## config.mk

```make
export PLATFORM = sky130hd
export DESIGN_NAME = conversor_bin_bcd
export DESIGN_NICKNAME = d
export VERILOG_FILES = /design/src/rtl/conversor_bin_bcd.sv
export SDC_FILE = /design/constraint.sdc
export NUM_CORES = 1
export LEC_CHECK = 0
export ABC_AREA = 1
export BUFFER_PORTS_ARGS = -buffer_cell sky130_fd_sc_hd__buf_4
export CAP_MARGIN = 15
export CORE_ASPECT_RATIO = 1.25
export CORE_MARGIN = 10
export CORE_UTILIZATION = 48
export DETAILED_ROUTE_END_ITERATION = 16
export HOLD_SLACK_MARGIN = 0.08
export PLACE_DENSITY_LB_ADDON = 0.1
export REMOVE_ABC_BUFFERS = 1
export SETUP_SLACK_MARGIN = 0.4
export SYNTH_ARGS = -nofsm -noshare
export SYNTH_HDL_FRONTEND = slang
export SYNTH_SLANG_ARGS = --single-unit
```

## constraint.sdc

```tcl
create_clock -name clk -period 1.75 [get_ports clk]
set_input_delay 0.35 -clock clk [delete_from_list [all_inputs] [get_ports clk]]
set_output_delay 0.35 -clock clk [all_outputs]
set_load 0.05 [all_outputs]
```

## src/rtl/conversor_bin_bcd.sv

```systemverilog
// Sequential binary-to-BCD converter (shift-and-add-3) with valid/ready on both sides.
// Sits behind the 4x4 multiplier and feeds the display decoder with packed BCD digits.
module conversor_bin_bcd #(
    parameter int WIDTH  = 8,
    parameter int DIGITS = 3
) (
    input  logic                  clk,
    input  logic                  rst_n,
    input  logic                  in_valid,
    output logic                  in_ready,
    input  logic [WIDTH-1:0]      bin,
    output logic                  out_valid,
    input  logic                  out_ready,
    output logic [4*DIGITS-1:0]   bcd,
    output logic                  busy
);

    localparam int CNT_W = $clog2(WIDTH + 1);
    localparam int SCR_W = 4 * DIGITS;

    // Every representable input must fit in the available decimal digits.
    if (10 ** DIGITS <= 2 ** WIDTH - 1) begin : g_digits_check
        $error("conversor_bin_bcd: DIGITS too small for WIDTH");
    end

    typedef enum logic [1:0] {
        IDLE,
        SHIFT,
        DONE
    } state_t;

    state_t             state_q, state_d;
    logic [WIDTH-1:0]   sh_q, sh_d;
    logic [SCR_W-1:0]   scr_q, scr_d;
    logic [CNT_W-1:0]   cnt_q, cnt_d;
    logic [SCR_W-1:0]   bcd_q, bcd_d;

    logic [SCR_W-1:0]   scr_adj;
    logic [SCR_W-1:0]   scr_shift;
    logic [WIDTH-1:0]   sh_shift;

    // One double-dabble step: correct every digit >= 5, then shift {scr,sh} left.
    always_comb begin
        scr_adj = scr_q;
        for (int i = 0; i < DIGITS; i++) begin
            if (scr_q[4*i +: 4] >= 4'd5) begin
                scr_adj[4*i +: 4] = scr_q[4*i +: 4] + 4'd3;
            end
        end
        scr_shift = {scr_adj[SCR_W-2:0], sh_q[WIDTH-1]};
        sh_shift  = {sh_q[WIDTH-2:0], 1'b0};
    end

    always_comb begin
        state_d = state_q;
        sh_d    = sh_q;
        scr_d   = scr_q;
        cnt_d   = cnt_q;
        bcd_d   = bcd_q;

        unique case (state_q)
            IDLE: begin
                if (in_valid) begin
                    sh_d    = bin;
                    scr_d   = '0;
                    cnt_d   = CNT_W'(WIDTH);
                    state_d = SHIFT;
                end
            end
            SHIFT: begin
                sh_d  = sh_shift;
                scr_d = scr_shift;
                cnt_d = cnt_q - CNT_W'(1);
                // The last iteration publishes its shifted scratch straight to bcd.
                if (cnt_q == CNT_W'(1)) begin
                    bcd_d   = scr_shift;
                    state_d = DONE;
                end
            end
            DONE: begin
                if (out_ready) begin
                    state_d = IDLE;
                end
            end
            default: begin
                state_d = IDLE;
            end
        endcase
    end

    always_ff @(posedge clk or negedge rst_n) begin
        if (!rst_n) begin
            state_q <= IDLE;
            sh_q    <= '0;
            scr_q   <= '0;
            cnt_q   <= '0;
            bcd_q   <= '0;
        end else begin
            state_q <= state_d;
            sh_q    <= sh_d;
            scr_q   <= scr_d;
            cnt_q   <= cnt_d;
            bcd_q   <= bcd_d;
        end
    end

    assign in_ready  = (state_q == IDLE);
    assign out_valid = (state_q == DONE);
    assign busy      = (state_q == SHIFT) || (state_q == DONE);
    assign bcd       = bcd_q;

endmodule

```

# After elaboration in Yosys (flattened, before gate mapping)
# Index checks and enable logic that the tools add are counted.
[op_classes]
n_addsub = 4
order_cmp = 3
n_eq_ne = 6
mux = 13
n_reduce_logical = 6
[ops]
columns = ["op", "n"]
rows = [
  ["$pmux W12 S2", 1],
  ["$pmux W8 S2", 1],
  ["$ge A4 B3 Y1 const B", 3],
  ["$mux W12", 1],
  ["$mux W4", 3],
  ["$add A4 B2 Y4 const B", 2],
  ["$mux W8", 1],
  ["$pmux W4 S2", 1],
  ["$mux W2", 3],
  ["$pmux W2 S3", 1],
  ["$eq A4 B1 Y1 const B", 1],
  ["$ne A2 B2 Y1 const B", 2],
  ["$reduce_and A2 Y1", 2],
  ["$sub A4 B1 Y4 const B", 1],
  ["$add A3 B2 Y3 const B", 1],
  ["$mux W3", 1],
  ["$reduce_and A3 Y1", 1],
  ["$eq A2 B1 Y1 const B", 1],
  ["$eq A2 B2 Y1 const B", 1],
  ["$logic_not A2 Y1", 1],
  ["$ne A2 B1 Y1 const B", 1],
  ["$reduce_bool A2 Y1", 1],
  ["$logic_or A1 B1 Y1", 1],
]
[totals]
regBits = 38
inputBits = 12
out_inout_bits = 15
word_cells = 37

# Longest topological paths before layout
[depth]
depth_word = 3
depth_mapped = 9
ltp_nobuf = 9

# Least setup slack after synthesis
# Ideal clock, no wire load.
[synth_path]
path_kind = "flip-flop to flip-flop"
startpoint = "register state_q[0]"
endpoint = "register sh_q[4]"
arrival_time_ns = 1.653
t_required_ns = 1.626
path_slack_ns = -0.028
stages_incl_launch_ff = 9
n_path_buf = 1
period_less_slack_ns = 1.778
cell_sequence = "dfrtp_1 inv_1 ha_1 nand2_1 nand2_1 inv_2 buf_6 nand2_1 nand3_1"
[synth_via]
elab_chain_cells = 3
word_cells_on_any_way = 6
[synth_lines]
columns = ["item", "line_no", "rtl"]
rows = [
  ["start: declaration", "32", "state_t state_q, state_d;"],
  ["start signal: assignment", "99", "state_q <= state_d;"],
  ["$logic_not A2 Y1 (*)", "-", ""],
  ["via in_ready", "10", "output logic in_ready,"],
  ["$ne A2 B2 Y1 (no line) or $reduce_bool A2 Y1 (tied branches)", "-", ""],
  ["$reduce_and A2 Y1 (no line)", "-", ""],
  ["end signal: assignment", "94", "sh_q <= '0;"],
  ["end signal: assignment", "100", "sh_q <= sh_d;"],
  ["end: declaration", "33", "logic [WIDTH-1:0] sh_q, sh_d;"],
]
# The timed path passes the listed nets; every way through them passes the cells marked *.
# A chain may end at the register's enable or synchronous reset.

# Worst setup path after layout
[layout_path]
startpoint = "register state_q[0]"
endpoint = "output port busy"
[layout_via]
elab_chain_cells = 2
word_cells_on_any_way = 3
[layout_lines]
columns = ["item", "line_no", "rtl"]
rows = [
  ["$eq A2 B1 Y1 or $eq A2 B2 Y1 (tied branches)", "109", "assign busy = (state_q == SHIFT) || (state_q == DONE);"],
  ["$logic_or A1 B1 Y1 (*)", "109", ""],
  ["end: declaration", "15", "output logic busy"],
]
# Every way passes the cells marked *; elsewhere a longest branch is shown, timed or not.

==> impl_metrics.yaml <==
cts:
  clockBufferDepth: 2
  tritoncts: "yes"
  cts_max_level: 2
  insertion_delay_ps: 290
  cts_root_buf: "clkbuf_8"
  clk_pin_slew_ps: 70
  cts_buffers: 5
  clock-sinks: 38
route:
  wl_per_cell_um: 14.5
  vias: 1795
  avgViaCountPerCell: 5.19
  wl_um: 5020
  drt-initial-drc-count: 170
  drtAntennaViolNets: 0
  drt_first_pass_iters: 4
  drc: 0
sta:
  worst_pin_slew_ps: 481
  final-max-slew-violation-count: 0
  maxSlewHeadroom_pct: 68.0
  max_freq_ghz: 0.667
  min_period_ps: 1500
  fin_ws_ps: 251
  setup_violations: 0
  hold_viol: 0
  rsz0062_at_grt: "true"
  fin_crit_sh_pct: 85.7
  fin_skew_ps: 6.64
  finalSetupTns_ps: 0
finish:
  fillCellCount: 287
  antennaDiodeCount: 0
  layout.cells.non_filler: 346
  nets: 315
  synthToLayoutAreaGrowth_pct: 40.4
  design_area_um2: 2740
  drive_gt1_share_pct: 37.0
setup_path:
  critical_path_arrival_ps: 1150
  startpoint_type: "flop"
  end_kind: "output pin"
  rrSetupSlack_ps: 270
  crit_slowest_cell: "dfrtp_1"
  path_class: "flop to output pin"
  cp_max_fo: 2
  max_stage_delay_ps: 400
  crit_family: "flip-flops"
  path_cells: "inv_2 > ha_4 > buf_8"
  cp.required_ps: 1400
  worst-path-buf-inv: 2
grt:
  grt_pass1_wl_um: 7780
  antenna_found_initial: 0
  gr-total-overflow: 0
  track_usage_pct: 13.2
  grt_max_degree: 39
  grt_pass1_vias: 1764
pwr:
  power_leakage_nw: 1.41
  ir_drop_mv: 1.52
  total_power_mw: 4.46
  power.density_nw_per_um2: 1630
floorplan:
  io_pins: 27
  num_rows: 25
  die_area_um2: 7030
  start_util_pct: 50.7
  core_area_um2: 3850
  die_w_um: 77.0
  fp.dieH_um: 91.3
placement:
  numPortBuffers: 26
  pre_cts_ws_ps: 226
  place_congestion: 0.844
  placed_cell_area_um2: 2210
  dp_cells: 321
  dpl.hpwl_um: 3100
synth:
  yosys_warnings: 0
  syn_area_um2: 1950
  synthFlopType: "dfrtp_1"
  synthArstFlopShare_pct: 100
  yosys.area.top_type: "dfrtp_1"
  synthTopCellsByCount: "nand2_1 (89), dfrtp_1 (38), nand3_1 (35), inv_1 (25), o21ai_0 (14)"
  synthCells: 242
  syn-mean-instance-area_um2: 8.07
  synth_seq_cells: 38
  synth_cell_types: 19
  ys_seq_area_share_pct: 48.7
  yosysTopAreaCellShare_pct: 48.7
  synth-edff-count: 0
  synth_area_leaders: "dfrtp_1 (49%), nand2_1 (17%), nand3_1 (9.0%)"
  yosysMostFrequentCell: "nand2_1"
job:
  drv_cap: 0
min_path:
  worstHoldPathType: "input port to flop"
outcome:
  status: "completed"
-- worst paths after layout --
path                            startpoint  cells after the start        to
min in group asynchronous            rst_n                      2    bcd[3]
worst min-delay path                bin[0]                      3   sh_q[0]
worst max-delay path            state_q[0]                      3      busy
max in group asynchronous            rst_n                      2  scr_q[4]
worst max register to register  state_q[0]                      6   sh_q[6]
worst min register to register      bcd[4]                      2    bcd[4]
-- power by group --
group          leakage (nW)  internal (mW)  switching, mW
Sequential            0.503           1.11          0.159
Clock                0.0573          0.456          0.303
Combinational         0.851           1.01           1.43
-- layer usage --
metal / vias to the layer above / global-route usage (%) / share of wire (%)
li1: 880 / - / -
met1: 847 / 14.6 / 40
met2: 52 / 22.9 / 52
met3: 16 / 4.44 / 5.8
met4: 0 / 5.18 / 2.6
met5: - / 0 / 0
-- final cells by class --
class	instances	area, um^2	area share (%)
multi-input cells	169	1040	38.1
flip-flops and latches	38	953	34.8
repair buffers	50	447	16.3
inverters	28	118	4.29
clock buffers	6	82.6	3.01
well taps	54	67.6	2.46
clock inverters	1	30.0	1.10
-- worst reg2reg max path, stage by stage (launching register included) --
cell,delay [ps]
dfrtp_1,400
buf_4,150
ha_4,190
buf_4,140
or2_2,300
o211ai_1,100
o21ai_1,90
-- layout by cell type, fill, tap and decap left out --
cell and n:
inv_1 20, buf_4 37, ha_4 3, o21ai_4 1
bufinv_16 1, buf_6 7, nor2_4 1, o22ai_1 3
ha_2 1, a21oi_1 2, nor3_1 1, buf_8 4
o21ai_0 9, nand2_4 3, dfrtp_1 36, nand4_1 4
dlygate4sd3_1 1, nand2_8 1, nand2_2 14, ha_1 7
inv_4 1, nand2_1 71, buf_12 1, o21ai_2 3
o211ai_1 3, nor2_1 3, or2_2 1, o21ai_1 3
inv_6 2, nand3_1 21, dfrtp_2 2, inv_2 5
clkbuf_8 6, nand3_2 14
-- sequential cells by signal, indices dropped and copies added, names as in the netlist --
signal / cells
bcd: 12
cnt_q: 4
scr_q: 12
sh_q: 8
state_q: 2
-- repair_timing --
action | 4_1_cts | 5_1_grt
setup buffers | 1 | 14
hold buffers | 1 | 0
setup endpoints to repair | 39 | 39
pin swaps | 0 | 25
cloned | 0 | 2
gates resized for setup | 12 | 71
hold endpoints to repair | 38 | 0
-- cell families after synthesis --
| group | synth area share (%) |
|---|---|
| AO/OA/AOI/OAI | 6.73 |
| adder cells (fa/ha/maj) | 7.05 |
| buffers and inverters | 8.40 |
| flip-flops | 48.7 |
| AND/OR/NAND/NOR | 29.1 |
-- per-stage QoR --
step	hold WS [ps]	utilization, %
floorplan	54.4	-
global placement	346	57.5
finish	301	71.3
global route	296	71.3
CTS	290	61.9
detailed placement	350	57.5
No activity file was read; power rests on OpenSTA's default activity.
